File: config.mk
export PLATFORM = sky130hd
export DESIGN_NAME = muldiv_ctrl
export DESIGN_NICKNAME = d
export VERILOG_FILES = /design/src/rtl/muldiv_pkg.sv /design/src/rtl/muldiv_sign_fix.sv /design/src/rtl/muldiv_ctrl.sv
export SDC_FILE = /design/constraint.sdc
export NUM_CORES = 1
export LEC_CHECK = 0
export ABC_AREA = 0
export BUFFER_PORTS_ARGS = -buffer_cell sky130_fd_sc_hd__buf_2
export CAP_MARGIN = 20
export CORE_MARGIN = 2
export CORE_UTILIZATION = 35
export CTS_BUF_LIST = sky130_fd_sc_hd__clkbuf_4 sky130_fd_sc_hd__clkbuf_8 sky130_fd_sc_hd__clkbuf_16
export DETAILED_ROUTE_END_ITERATION = 16
export PLACE_DENSITY = 0.68
export SLEW_MARGIN = 20
export SYNTH_ARGS = -nofsm -noshare
export SYNTH_HDL_FRONTEND = slang
export SYNTH_SLANG_ARGS = --single-unit
File: constraint.sdc
create_clock -name clk -period 2.9 [get_ports clk]
set_input_delay 0 -clock clk [delete_from_list [all_inputs] [get_ports clk]]
set_output_delay 0 -clock clk [all_outputs]
set_load 0.01 [all_outputs]
File: src/rtl/muldiv_pkg.sv
// Shared definitions for the iterative multiply/divide sequencer.
// Optional divide support is controlled by the MULDIV_DIV_EN macro in the
// files that import this package.
package muldiv_pkg;

  // The operand width is also the number of iterations. Only 32 is supported.
  localparam int ITERS = 32;
  localparam int CNT_W = $clog2(ITERS);

  // Shared ALU control codes.
  localparam logic [3:0] ALU_ADD = 4'b0010;
  localparam logic [3:0] ALU_SUB = 4'b0110;

  // Operation encodings. Bit 1 selects divide and bit 0 selects signed.
  typedef enum logic [1:0] {
    OP_MULTU = 2'b00,
    OP_MULT  = 2'b01,
    OP_DIVU  = 2'b10,
    OP_DIV   = 2'b11
  } op_e;

  typedef enum logic [1:0] {
    IDLE = 2'd0,
    ITER = 2'd1,
    FIX  = 2'd2,
    DONE = 2'd3
  } state_e;

  // 32-bit two's complement negation.
  function automatic logic [31:0] neg32(input logic [31:0] v);
    return ~v + 32'd1;
  endfunction

endpackage

File: src/rtl/muldiv_sign_fix.sv
// Sign handling for the muldiv sequencer.
// On entry it produces the operand magnitudes. Abs is applied only to signed
// ops, and 0x80000000 passes through as an unsigned 2^31.
// In FIX it produces the sign-corrected HI/LO. When MULDIV_DIV_EN is defined it
// also applies the divide quotient and remainder sign rules.
module muldiv_sign_fix
  import muldiv_pkg::*;
(
  input  logic        is_signed,
  input  logic [31:0] rs_val,
  input  logic [31:0] rt_val,
  output logic [31:0] rs_abs,
  output logic [31:0] rt_abs,
`ifdef MULDIV_DIV_EN
  input  logic        is_div,
  input  logic        neg_r,
`endif
  input  logic        neg_q,
  input  logic [31:0] hi,
  input  logic [31:0] lo,
  output logic [31:0] hi_fix,
  output logic [31:0] lo_fix
);

  // Compute the magnitudes of the incoming operands. Unsigned ops pass through unchanged.
  always_comb begin
    rs_abs = (is_signed && rs_val[31]) ? neg32(rs_val) : rs_val;
    rt_abs = (is_signed && rt_val[31]) ? neg32(rt_val) : rt_val;
  end

  // Restore the result signs. A product is negated as a 64-bit value.
  // A quotient and a remainder are negated independently.
  always_comb begin
    hi_fix = hi;
    lo_fix = lo;
`ifdef MULDIV_DIV_EN
    if (is_div) begin
      if (neg_q) lo_fix = neg32(lo);
      if (neg_r) hi_fix = neg32(hi);
    end else if (neg_q) begin
      {hi_fix, lo_fix} = ~{hi, lo} + 64'd1;
    end
`else
    if (neg_q) begin
      {hi_fix, lo_fix} = ~{hi, lo} + 64'd1;
    end
`endif
  end

endmodule

File: src/rtl/muldiv_ctrl.sv
// Iterative MULT/MULTU/DIV/DIVU sequencer for the EX stage.
// It borrows the shared ALU while busy, runs one shift-add or shift-subtract
// step per cycle, fixes the result signs and then pulses done.
// MULDIV_DIV_EN enables the divide datapath. Without it, divide ops go
// straight from IDLE to DONE and leave HI/LO untouched.
module muldiv_ctrl
  import muldiv_pkg::*;
(
  input  logic        clk,
  input  logic        reset,
  input  logic        start,
  input  logic [1:0]  op,
  input  logic [31:0] rs_val,
  input  logic [31:0] rt_val,
  output logic [3:0]  alu_ctl,
  output logic [31:0] alu_a,
  output logic [31:0] alu_b,
  input  logic [31:0] alu_out,
  output logic        busy,
  output logic        stall,
  output logic        done,
  output logic [31:0] hi,
  output logic [31:0] lo
);

  localparam logic [CNT_W-1:0] CNT_INIT = CNT_W'(ITERS - 1);

  state_e           state;
  state_e           state_nxt;
  logic [CNT_W-1:0] count;
  logic [31:0]      operand;
  logic             neg_q;
  logic             accept_iter;
  logic [31:0]      rs_abs;
  logic [31:0]      rt_abs;
  logic [31:0]      hi_fix;
  logic [31:0]      lo_fix;
  logic [31:0]      mul_b;
  logic             mul_carry;
`ifdef MULDIV_DIV_EN
  logic             is_div;
  logic             neg_r;
  logic             div_acc;
  logic [31:0]      div_t;
`endif

  muldiv_sign_fix u_sign_fix (
    .is_signed (op[0]),
    .rs_val    (rs_val),
    .rt_val    (rt_val),
    .rs_abs    (rs_abs),
    .rt_abs    (rt_abs),
`ifdef MULDIV_DIV_EN
    .is_div    (is_div),
    .neg_r     (neg_r),
`endif
    .neg_q     (neg_q),
    .hi        (hi),
    .lo        (lo),
    .hi_fix    (hi_fix),
    .lo_fix    (lo_fix)
  );

  assign mul_b     = lo[0] ? operand : '0;
  assign mul_carry = alu_out < alu_a;
`ifdef MULDIV_DIV_EN
  assign div_t       = {hi[30:0], lo[31]};
  assign div_acc     = hi[31] | (div_t >= operand);
  assign accept_iter = start;
`else
  assign accept_iter = start & ~op[1];
`endif

  assign busy  = (state != IDLE);
  assign stall = (start && state == IDLE) || state == ITER || state == FIX;
  assign done  = (state == DONE);

  // Drive the shared ALU. It is only used during ITER and is parked as 0 + 0 otherwise.
  always_comb begin
    alu_ctl = ALU_ADD;
    alu_a   = '0;
    alu_b   = '0;
    if (state == ITER) begin
      alu_a = hi;
      alu_b = mul_b;
`ifdef MULDIV_DIV_EN
      if (is_div) begin
        alu_ctl = ALU_SUB;
        alu_a   = div_t;
        alu_b   = operand;
      end
`endif
    end
  end

  // State register. Reset aborts any operation in flight.
  always_ff @(posedge clk or posedge reset) begin
    if (reset) state <= IDLE;
    else       state <= state_nxt;
  end

  // Next-state logic. start is only looked at in IDLE.
  always_comb begin
    state_nxt = state;
    case (state)
      IDLE: begin
        if (start) begin
`ifdef MULDIV_DIV_EN
          state_nxt = ITER;
`else
          state_nxt = op[1] ? DONE : ITER;
`endif
        end
      end
      ITER:    if (count == '0) state_nxt = FIX;
      FIX:     state_nxt = DONE;
      DONE:    state_nxt = IDLE;
      default: state_nxt = IDLE;
    endcase
  end

  // Datapath: load the operands on accept, step once per ITER cycle, and sign-correct in FIX.
  always_ff @(posedge clk or posedge reset) begin
    if (reset) begin
      count   <= '0;
      hi      <= '0;
      lo      <= '0;
      operand <= '0;
      neg_q   <= 1'b0;
`ifdef MULDIV_DIV_EN
      is_div  <= 1'b0;
      neg_r   <= 1'b0;
`endif
    end else begin
      case (state)
        IDLE: begin
          if (accept_iter) begin
            count <= CNT_INIT;
            hi    <= '0;
            neg_q <= op[0] & (rs_val[31] ^ rt_val[31]);
`ifdef MULDIV_DIV_EN
            is_div <= op[1];
            neg_r  <= op[0] & rs_val[31];
            if (op[1]) begin
              lo      <= rs_abs;
              operand <= rt_abs;
            end else begin
              lo      <= rt_abs;
              operand <= rs_abs;
            end
`else
            lo      <= rt_abs;
            operand <= rs_abs;
`endif
          end
        end
        ITER: begin
          count <= count - CNT_W'(1);
          hi    <= {mul_carry, alu_out[31:1]};
          lo    <= {alu_out[0], lo[31:1]};
`ifdef MULDIV_DIV_EN
          if (is_div) begin
            hi <= div_acc ? alu_out : div_t;
            lo <= {lo[30:0], div_acc};
          end
`endif
        end
        FIX: begin
          hi <= hi_fix;
          lo <= lo_fix;
        end
        default: ;
      endcase
    end
  end

endmodule

# After elaboration in Yosys (flattened, before gate mapping)

Cells that the tools add are included.

Register bits: 104
Bits in latches: 0
Memory bits (writable): 0
Bits in read-only memories: 0
Input bits: 101
Output and inout port bits: 135
Word-level logic and storage cells: 56
Memories: 0

Add/subtract/negate cells: 4
Multipliers: 0
Div/mod/pow operators: 0
$lt $le $gt $ge: 1
Equality and inequality tests: 7
Shift operators: 0
Multiplexer cells: 17
Bitwise logic cells: 7
Reduce and logical (&&, ||, !) cells: 14

Operator list:

| operator                                         | number |
|---|---|
| 2-to-1 mux 32 bit                                | 9 |
| one-hot mux 32 bit (3 select lines)              | 2 |
| adder 32 x 1 -> 32 bit, second input constant    | 2 |
| adder 64 x 1 -> 64 bit, second input constant    | 1 |
| inverter 32 bit                                  | 2 |
| inverter 64 bit                                  | 1 |
| < comparator 32 bit                              | 1 |
| one-hot mux 5 bit (2 select lines)               | 1 |
| one-hot mux 2 bit (4 select lines)               | 1 |
| 2-to-1 mux 2 bit                                 | 3 |
| inequality test 2 bit, second input constant     | 3 |
| AND reduction 2 bit                              | 3 |
| zero test 5 bit                                  | 1 |
| 2-to-1 mux 5 bit                                 | 1 |
| subtractor 5 x 1 -> 5 bit, second input constant | 1 |
| == test 2 bit, second input constant             | 2 |
| nonzero test 2 bit                               | 2 |
| logical AND 1 bit                                | 3 |
| AND reduction 3 bit                              | 1 |
| nonzero test 3 bit                               | 1 |
| AND 1 bit                                        | 2 |
| == test 2 x 1 -> 1 bit, second input constant    | 1 |
| zero test 2 bit                                  | 1 |
| logical OR 1 bit                                 | 2 |
| 3 further kinds                                  | 3 |

# Depth between registers and ports, before layout

Gate-level depths: netlist of the first run.

Word-level depth: 5
Gate-level depth with buffers: 13
Depth with buffers taken out: 10

# By module

Synthesis of the first run repeated with hierarchy kept, for this count alone.

Cells, all modules: 1129
Area, all modules: 9037.4 um^2

By module, submodules not included:

| module          | instances | cells each | area an instance (um^2) | seq. area each (um^2) |
|---|---|---|---|---|
| muldiv_ctrl     | 1         | 717        | 6222.2                  | 2602.5 |
| muldiv_sign_fix | 1         | 412        | 2815.2                  | 0.0 |

# Worst setup path before layout of the first run

OpenSTA, ideal clock, no wires.

Kind: reg2reg
From: register state[1]
To: register hi[31]
Arrival time: 3.036 ns
Required time: 2.834 ns
Slack: -0.203 ns
Cell stages (with the launch flop): 14
Buffers on the path: 3
Period minus slack after synthesis: 3.103 ns
Path through: dfrtp_1 -> inv_1 -> ha_1 -> clkbuf_1 -> clkbuf_1 -> buf_1 -> nand2_1 -> ha_1 -> o21ai_0 -> a21oi_1 -> o31a_1 -> or4_1 -> a31oi_1 -> a221o_1

Cells in the longest elaborated chain, start to end: 4

RTL lines:

| what                                | RTL line                              | RTL |
|---|---|---|
| from (decl)                         | muldiv_ctrl.sv:28                     | `state_e state;` |
| from (signal assigned)              | muldiv_ctrl.sv:99                     | `else state <= state_nxt;` |
| == test 2 x 1 -> 1 bit              | muldiv_ctrl.sv:83, muldiv_ctrl.sv:135 |  |
| 2-to-1 mux 32 bit                   | muldiv_ctrl.sv:83                     | `if (state == ITER) begin` |
| < comparator 32 bit                 | muldiv_ctrl.sv:65                     | `assign mul_carry = alu_out < alu_a;` |
| one-hot mux 32 bit (3 select lines) | muldiv_ctrl.sv:135                    | `case (state)` |
| to (signal assigned)                | muldiv_ctrl.sv:159                    | `hi <= {mul_carry, alu_out[31:1]};` |
| to (signal assigned)                | muldiv_ctrl.sv:169                    | `hi <= hi_fix;` |
| to (decl)                           | muldiv_ctrl.sv:22                     | `output logic [31:0] hi,` |

Several ways; a longest one is shown, not always the timed one.
A chain may end at the register's enable or synchronous reset.

# Worst setup path in the final report of the first run

From: register hi[6]
To: register hi[20]

Cells in the longest elaborated chain, start to end: 4

RTL lines:

| what                                | RTL line              | RTL |
|---|---|---|
| inverter 64 bit                     | muldiv_sign_fix.sv:45 | `{hi_fix, lo_fix} = ~{hi, lo} + 64'd1;` |
| adder 64 x 1 -> 64 bit              | muldiv_sign_fix.sv:45 |  |
| 2-to-1 mux 32 bit                   | muldiv_sign_fix.sv:44 | `if (neg_q) begin` |
| one-hot mux 32 bit (3 select lines) | muldiv_ctrl.sv:135    |  |

Every way passes these cells. The select of a mux whose other input is x is not followed.

==> results of run 1 <==
metal layers:
layer / track usage (%) / routed length (um) / vias to the layer above
met1: 29.8 / 12800 / 4591
met3: 5.09 / 2640 / 57
met5: 0 / 0 / -
met2: 38.1 / 14100 / 471
met4: 8.68 / 732 / 0
li1: - / - / 4623
cell usage in the layout (no fill, tap or decap), types with 8 or more instances in the layout:
master	netlist	routed
buf_2	2	231
nand2_1	146	145
dfrtp_1	104	104
o21ai_0	87	87
a21oi_1	71	71
buf_4	4	68
dlygate4sd3_1	0	65
inv_1	63	62
nor2_1	62	62
ha_1	41	40
and3_1	38	38
nor3_1	36	36
xor2_1	36	36
xnor2_1	31	31
nor4_1	29	25
o31ai_1	25	25
a31oi_1	19	19
nand3_1	17	17
or4_1	14	14
o311ai_0	13	13
a21o_1	13	13
or3_1	12	12
o41ai_1	12	12
a22oi_1	12	12
a221o_1	11	11
a211oi_1	11	11
a221oi_1	9	9
clkbuf_16	0	9
and2_1	8	8
cells by family (layout without fill, tap and decap cells):
family	count (synthesis)	after routing
flip-flops	104	104
multiplexers	5	5
XOR/XNOR	67	67
adder cells (fa/ha/maj)	41	41
AO/OA/AOI/OAI	329	329
other	2	4
AND/OR/NAND/NOR	403	403
buffers and inverters	139	448
path summary, 6_finish.rpt:
path,start,endpoint,cells past startpoint
max in group asynchronous,reset,lo[14],4
max reg2reg,hi[6],hi[20],7
min,rs_val[6],operand[6],3
min reg2reg,operand[14],operand[14],2
max,hi[6],hi[20],7
min in group asynchronous,reset,operand[27],3
repair_timing:
action	CTS	global route
hold endpoints to repair	130	0
endpoints found under the setup margin	0	7
hold buffers	65	0
resized for setup	0	7
flip-flops by register name, indices dropped and copies added (netlist names):
name,cells
hi,32
neg_q,1
operand,32
state,2
lo,32
count,5
stage by stage:
step / cell area [um^2] / TNS, ps
2_1_floorplan: 8540 / 0
3_3_place_gp: 10400 / 0
3_5_place_dp: 10400 / 0
4_1_cts: 11300 / 0
5_1_grt: 11400 / -16.3
6_report: 11400 / 0
report_power, final:
group          switching, uW  internal, uW
combinational           3900          2590
sequential               589          2100
clock                    639           770
total                   5130          5460
Yosys cell counts, types with 3 or more instances:
library cell / n / area (um^2)
a221oi_1: 9 / 78.8
dfrtp_1: 104 / 2600
xor2_1: 36 / 315
a311oi_1: 3 / 26.3
o2bb2ai_1: 3 / 26.3
o31a_1: 7 / 61.3
nor4_1: 29 / 181
a221o_1: 11 / 110
a211oi_1: 11 / 82.6
nand3_1: 17 / 85.1
nand4_1: 6 / 37.5
a32oi_1: 5 / 43.8
clkbuf_1: 62 / 233
o22ai_1: 6 / 37.5
o21ai_0: 87 / 435
a21o_1: 13 / 97.6
nor2_1: 62 / 233
nand2_1: 146 / 548
and4b_1: 3 / 30.0
or3_1: 12 / 75.1
and3_1: 38 / 238
a22oi_1: 12 / 90.1
or2_2: 6 / 37.5
xnor2_1: 31 / 272
a21oi_1: 71 / 355
nand3b_1: 3 / 22.5
nor3_1: 36 / 180
and2_1: 8 / 50.1
buf_4: 4 / 30.0
o31ai_1: 25 / 188
inv_1: 63 / 236
nand2b_1: 5 / 31.3
mux2i_1: 3 / 30.0
or4_1: 14 / 105
a22o_1: 4 / 35.0
o41ai_1: 12 / 105
ha_1: 41 / 513
a31oi_1: 19 / 119
o211ai_1: 4 / 30.0
buf_1: 5 / 18.8
o311ai_0: 13 / 114
tightest hold or removal path, cell delays in order:
cell,delay [ps]
buf_2,130
xor2_1,70
o21ai_0,130
layout make-up:
class,count,area [um^2],area share [%]
Multi-Input combinational cell,849,5420,47.6
Inverter,64,243,2.13
Sequential cell,104,2600,22.9
Clock inverter,7,103,0.902
Clock buffer,9,225,1.98
Tap cell,324,405,3.56
Timing Repair Buffer,368,2380,20.9
==> results.tsv, run 1 <==
metric	value	unit
grt_max_degree	69	
core_area	0.0241	mm^2
drv_slew	0	
required	3150	ps
synthArstFlopShare	100	%
synth_ff_type	dfrtp_1	
power_density	931	mW/mm^2
synth_cell_types	71	
htreeDepth	3	
synth_edf_count	0	
grt_usage	23.1	%
hold_violations	0	
cts_buffers	9	
finalCritPeriodShare	97.2	%
synth-simple-area-share	23.8	%
setup_viol	0	
pin_count	236	
hold_path.class	in -> reg	
crit_fanout	7	
min_period	2820	ps
cts_tree	yes	
drtIter0Drc	754	
nNetsFinal	1538	
path_clk_slew	80	ps
startpoint_type	register	
yosysSeqAreaShare	30.6	%
initial_core_util	35.3	%
fin_skew	12.4	ps
crit_family	simple AND/OR/NAND/NOR gates	
critPathCaptureType	register	
place_inst	1644	
dr.pass1.iters	5	
hpwlAfterDp	21.9	mm
irDropWorstVdd	600	uV
die_y	160	um
fp-row-count	57	
antennaDiodeCount	0	
wl	30.3	mm
worst_slew_pin_slew	896	ps
chipWidth	160	um
yosys.area_share.adder	6.03	%
synth-xor-area-share	6.90	%
pre_cts_ws	101	ps
path_buf_inv	1	
post_cts_buffers	0	
routed_via_density	5.65	
postSynthAreaPerCell	7.80	um^2
instances_no_fill	1725	
cpPeakStageDelay	540	ps
antenna_found_initial	1	
synthMuxAreaShare	0.618	%
ys_ff_latch	104	
overflow	0	
crit_chain	or4_1, or3_4, or3_1, buf_4, nor3_1, a211oi_1, a221o_1	
holdWs	7.47	ps
cts_buffer_depth	2	
drc	0	
synth_top_family_by_area	compound AO/OA/AOI/OAI gates	
max_freq	355	MHz
grt_pass1_wl	48.4	mm
crit_type	reg -> reg	
slew_headroom	40.3	%
drive_above_1_share	24.8	%
dieArea	0.0256	mm^2
maxCapViolCount	0	
synthCells	1090	
leakage	0.00548	uW
fillers	2381	
portBuffers	231	
slowest_stage	or4_1	
status	complete, no violations	
synthesis.area	0.00851	mm^2
cts_root_buffer	clkbuf_16	
utilization	47.2	%
ys_warn_count	0	
setup_ws	80.9	ps
via_count	9742	
first_global_vias	9223	
syn2layout_area_growth	33.7	%
wl_per_cell	17.5	um
p_total	10600	uW
insertion_delay	360	ps
gp_congestion	0.881	
antenna_left	0	
synth_compound_area_share	25.5	%
arrival	3070	ps
cts_sinks	104	
r2r_slack	80	ps
(Power assumes the default switching activity.)
==> inputs of run 2 (changes only) <==
--- a/config.mk
+++ b/config.mk
@@ -6,12 +6,13 @@
 export NUM_CORES = 1
 export LEC_CHECK = 0
 export ABC_AREA = 0
-export BUFFER_PORTS_ARGS = -buffer_cell sky130_fd_sc_hd__buf_2
+export BUFFER_PORTS_ARGS = -buffer_cell sky130_fd_sc_hd__buf_4
 export CAP_MARGIN = 20
 export CORE_MARGIN = 2
 export CORE_UTILIZATION = 35
 export CTS_BUF_LIST = sky130_fd_sc_hd__clkbuf_4 sky130_fd_sc_hd__clkbuf_8 sky130_fd_sc_hd__clkbuf_16
 export DETAILED_ROUTE_END_ITERATION = 16
+export GPL_TIMING_DRIVEN = 0
 export PLACE_DENSITY = 0.68
 export SLEW_MARGIN = 20
 export SYNTH_ARGS = -nofsm -noshare
==> run 2 against run 1 <==
  * Largest cell class unchanged
  * Register-to-register slack lost 30 ps
  * Power is 7.8% higher
  * Worst setup slack got worse by 29 ps
  * Cell count rose by 1.9%
  * Sequential cell count unchanged
  * Die area unchanged
  * First-iteration DRC count grew 14%
  * Clock power fell by 6%
  * Combinational power grew 10%
  * Utilization increased by 4.0 points
==> results.tsv, run 2 (synthesized netlist as in run 1, its figures left out) <==
metric	value	unit
pin_count	236	
power_density	925	mW/mm^2
cts_root_buffer	clkbuf_16	
reg_top3	hi: 32 flops, lo: 32 flops, operand: 32 flops	
critPathCaptureType	register	
syn2layout_area_growth	45.0	%
holdWs	1.99	ps
startpoint_type	register	
routed_via_density	5.70	
hold_path.class	in -> reg	
htreeDepth	3	
via_count	10000	
min_period	2850	ps
overflow	0	
wl	34.1	mm
cts_buffer_depth	2	
maxCapViolCount	0	
required	3170	ps
arrival	3120	ps
portBuffers	230	
instances_no_fill	1757	
gp_congestion	0.888	
drive_above_1_share	24.6	%
finalCritPeriodShare	98.2	%
hpwlAfterDp	24.7	mm
setup_viol	0	
grt_usage	26.0	%
nNetsFinal	1570	
irDropWorstVdd	476	uV
placed_area	0.0107	mm^2
dr.pass1.iters	6	
cts_sinks	104	
worst_slew_pin_slew	1070	ps
grt_max_degree	70	
cts_buffers	9	
initial_core_util	35.3	%
cts_tree	yes	
leakage	0.00564	uW
antennaDiodeCount	0	
fp-row-count	57	
regArea	0.00261	mm^2
place_inst	1647	
fillers	2315	
grt_pass1_wl	53.3	mm
setup_tns	0	ps
fin_skew	11.3	ps
hold_violations	0	
layout_commonest_cell	buf_4	
drtIter0Drc	856	
fin_area	0.0123	mm^2
crit_fanout	8	
max_freq	351	MHz
antenna_found_initial	0	
drc	0	
layout_common_cells	buf_4 (257), nand2_1 (144), dfrtp_1 (102), o21ai_0 (87), dlygate4sd3_1 (77)	
die_y	160	um
core_area	0.0241	mm^2
slew_headroom	28.6	%
multi_input_area	0.00570	mm^2
first_global_vias	9825	
status	complete, no violations	
chipWidth	160	um
antenna_left	0	
drv_slew	0	
path_clk_slew	80	ps
wl_per_cell	19.4	um
insertion_delay	370	ps
dieArea	0.0256	mm^2
crit_type	reg -> reg	
[run 2: cell types whose count changed in the layout (fill, tap and decap cells not counted), sizes merged]
cell         before  now
buf             303  265
clkbuf            9   68
dlygate4sd3      65   77
bufinv            2    1
[run 2: area by class of cell]
| class | instances | share of cell area, % |
|---|---|---|
| Buffer | 69 | 2.98 |
| Clock buffer | 10 | 1.94 |
| Clock inverter | 6 | 0.538 |
| Inverter | 64 | 1.99 |
| Multi-Input combinational cell | 849 | 46.2 |
| Sequential cell | 104 | 21.1 |
| Tap cell | 324 | 3.29 |
| Timing Repair Buffer | 331 | 22.0 |
[run 2: power breakdown]
group          switching (uW)  leakage (uW)  total, uW  internal, uW
sequential                834       0.00130       2930          2100
clock                     625      0.000153       1320           700
combinational            4310       0.00419       7150          2840
total                    5770       0.00564      11400          5640
[run 2: final timing paths]
path,start,to,slack [ps],depth (start not counted)
worst min-delay path,rs_val[23],operand[23],2,3
min in group asynchronous,reset,hi[27],160,3
worst min register to register,operand[7],operand[7],470,2
max in group asynchronous,reset,lo[30],2040,4
worst max-delay path,lo[30],hi[17],50,6
worst max register to register,lo[30],hi[17],50,6
[run 2: per-layer routing]
layer  part of all wire (%)  track usage [%]  vias to the layer above
met2                     48             44.5                      515
met3                    9.2             7.09                       81
met5                      0                0                        -
met1                     41             32.2                     4733
li1                       -                -                     4682
met4                    2.4             7.53                        0
[run 2: per-stage QoR]
step | setup slack [ps] | power, uW | util (%)
after floorplan | 11.2 | 6690 | -
after global placement | -1390 | 9220 | 44.3
after detailed placement | -1040 | 9350 | 44.4
after CTS | -21.5 | 11100 | 50.4
after global routing | -7.96 | 12200 | 51.2
final | 51.8 | 11400 | 51.2
[run 2: timing repair]
item | CTS | global route
hold buffers | 77 | 0
hold endpoints to repair | 110 | 0
pin swaps | 15 | 9
endpoints found under the setup margin | 51 | 52
setup buffers | 13 | 10
gates resized for setup | 59 | 36
[run 2: worst max-delay path, cell delays in order (launching register included)]
cell and delay, ps:
dfrtp_2 480, or4_1 590, or2_2 360, or3_4 470, or2_4 280, or4_1 460
o311ai_1 90
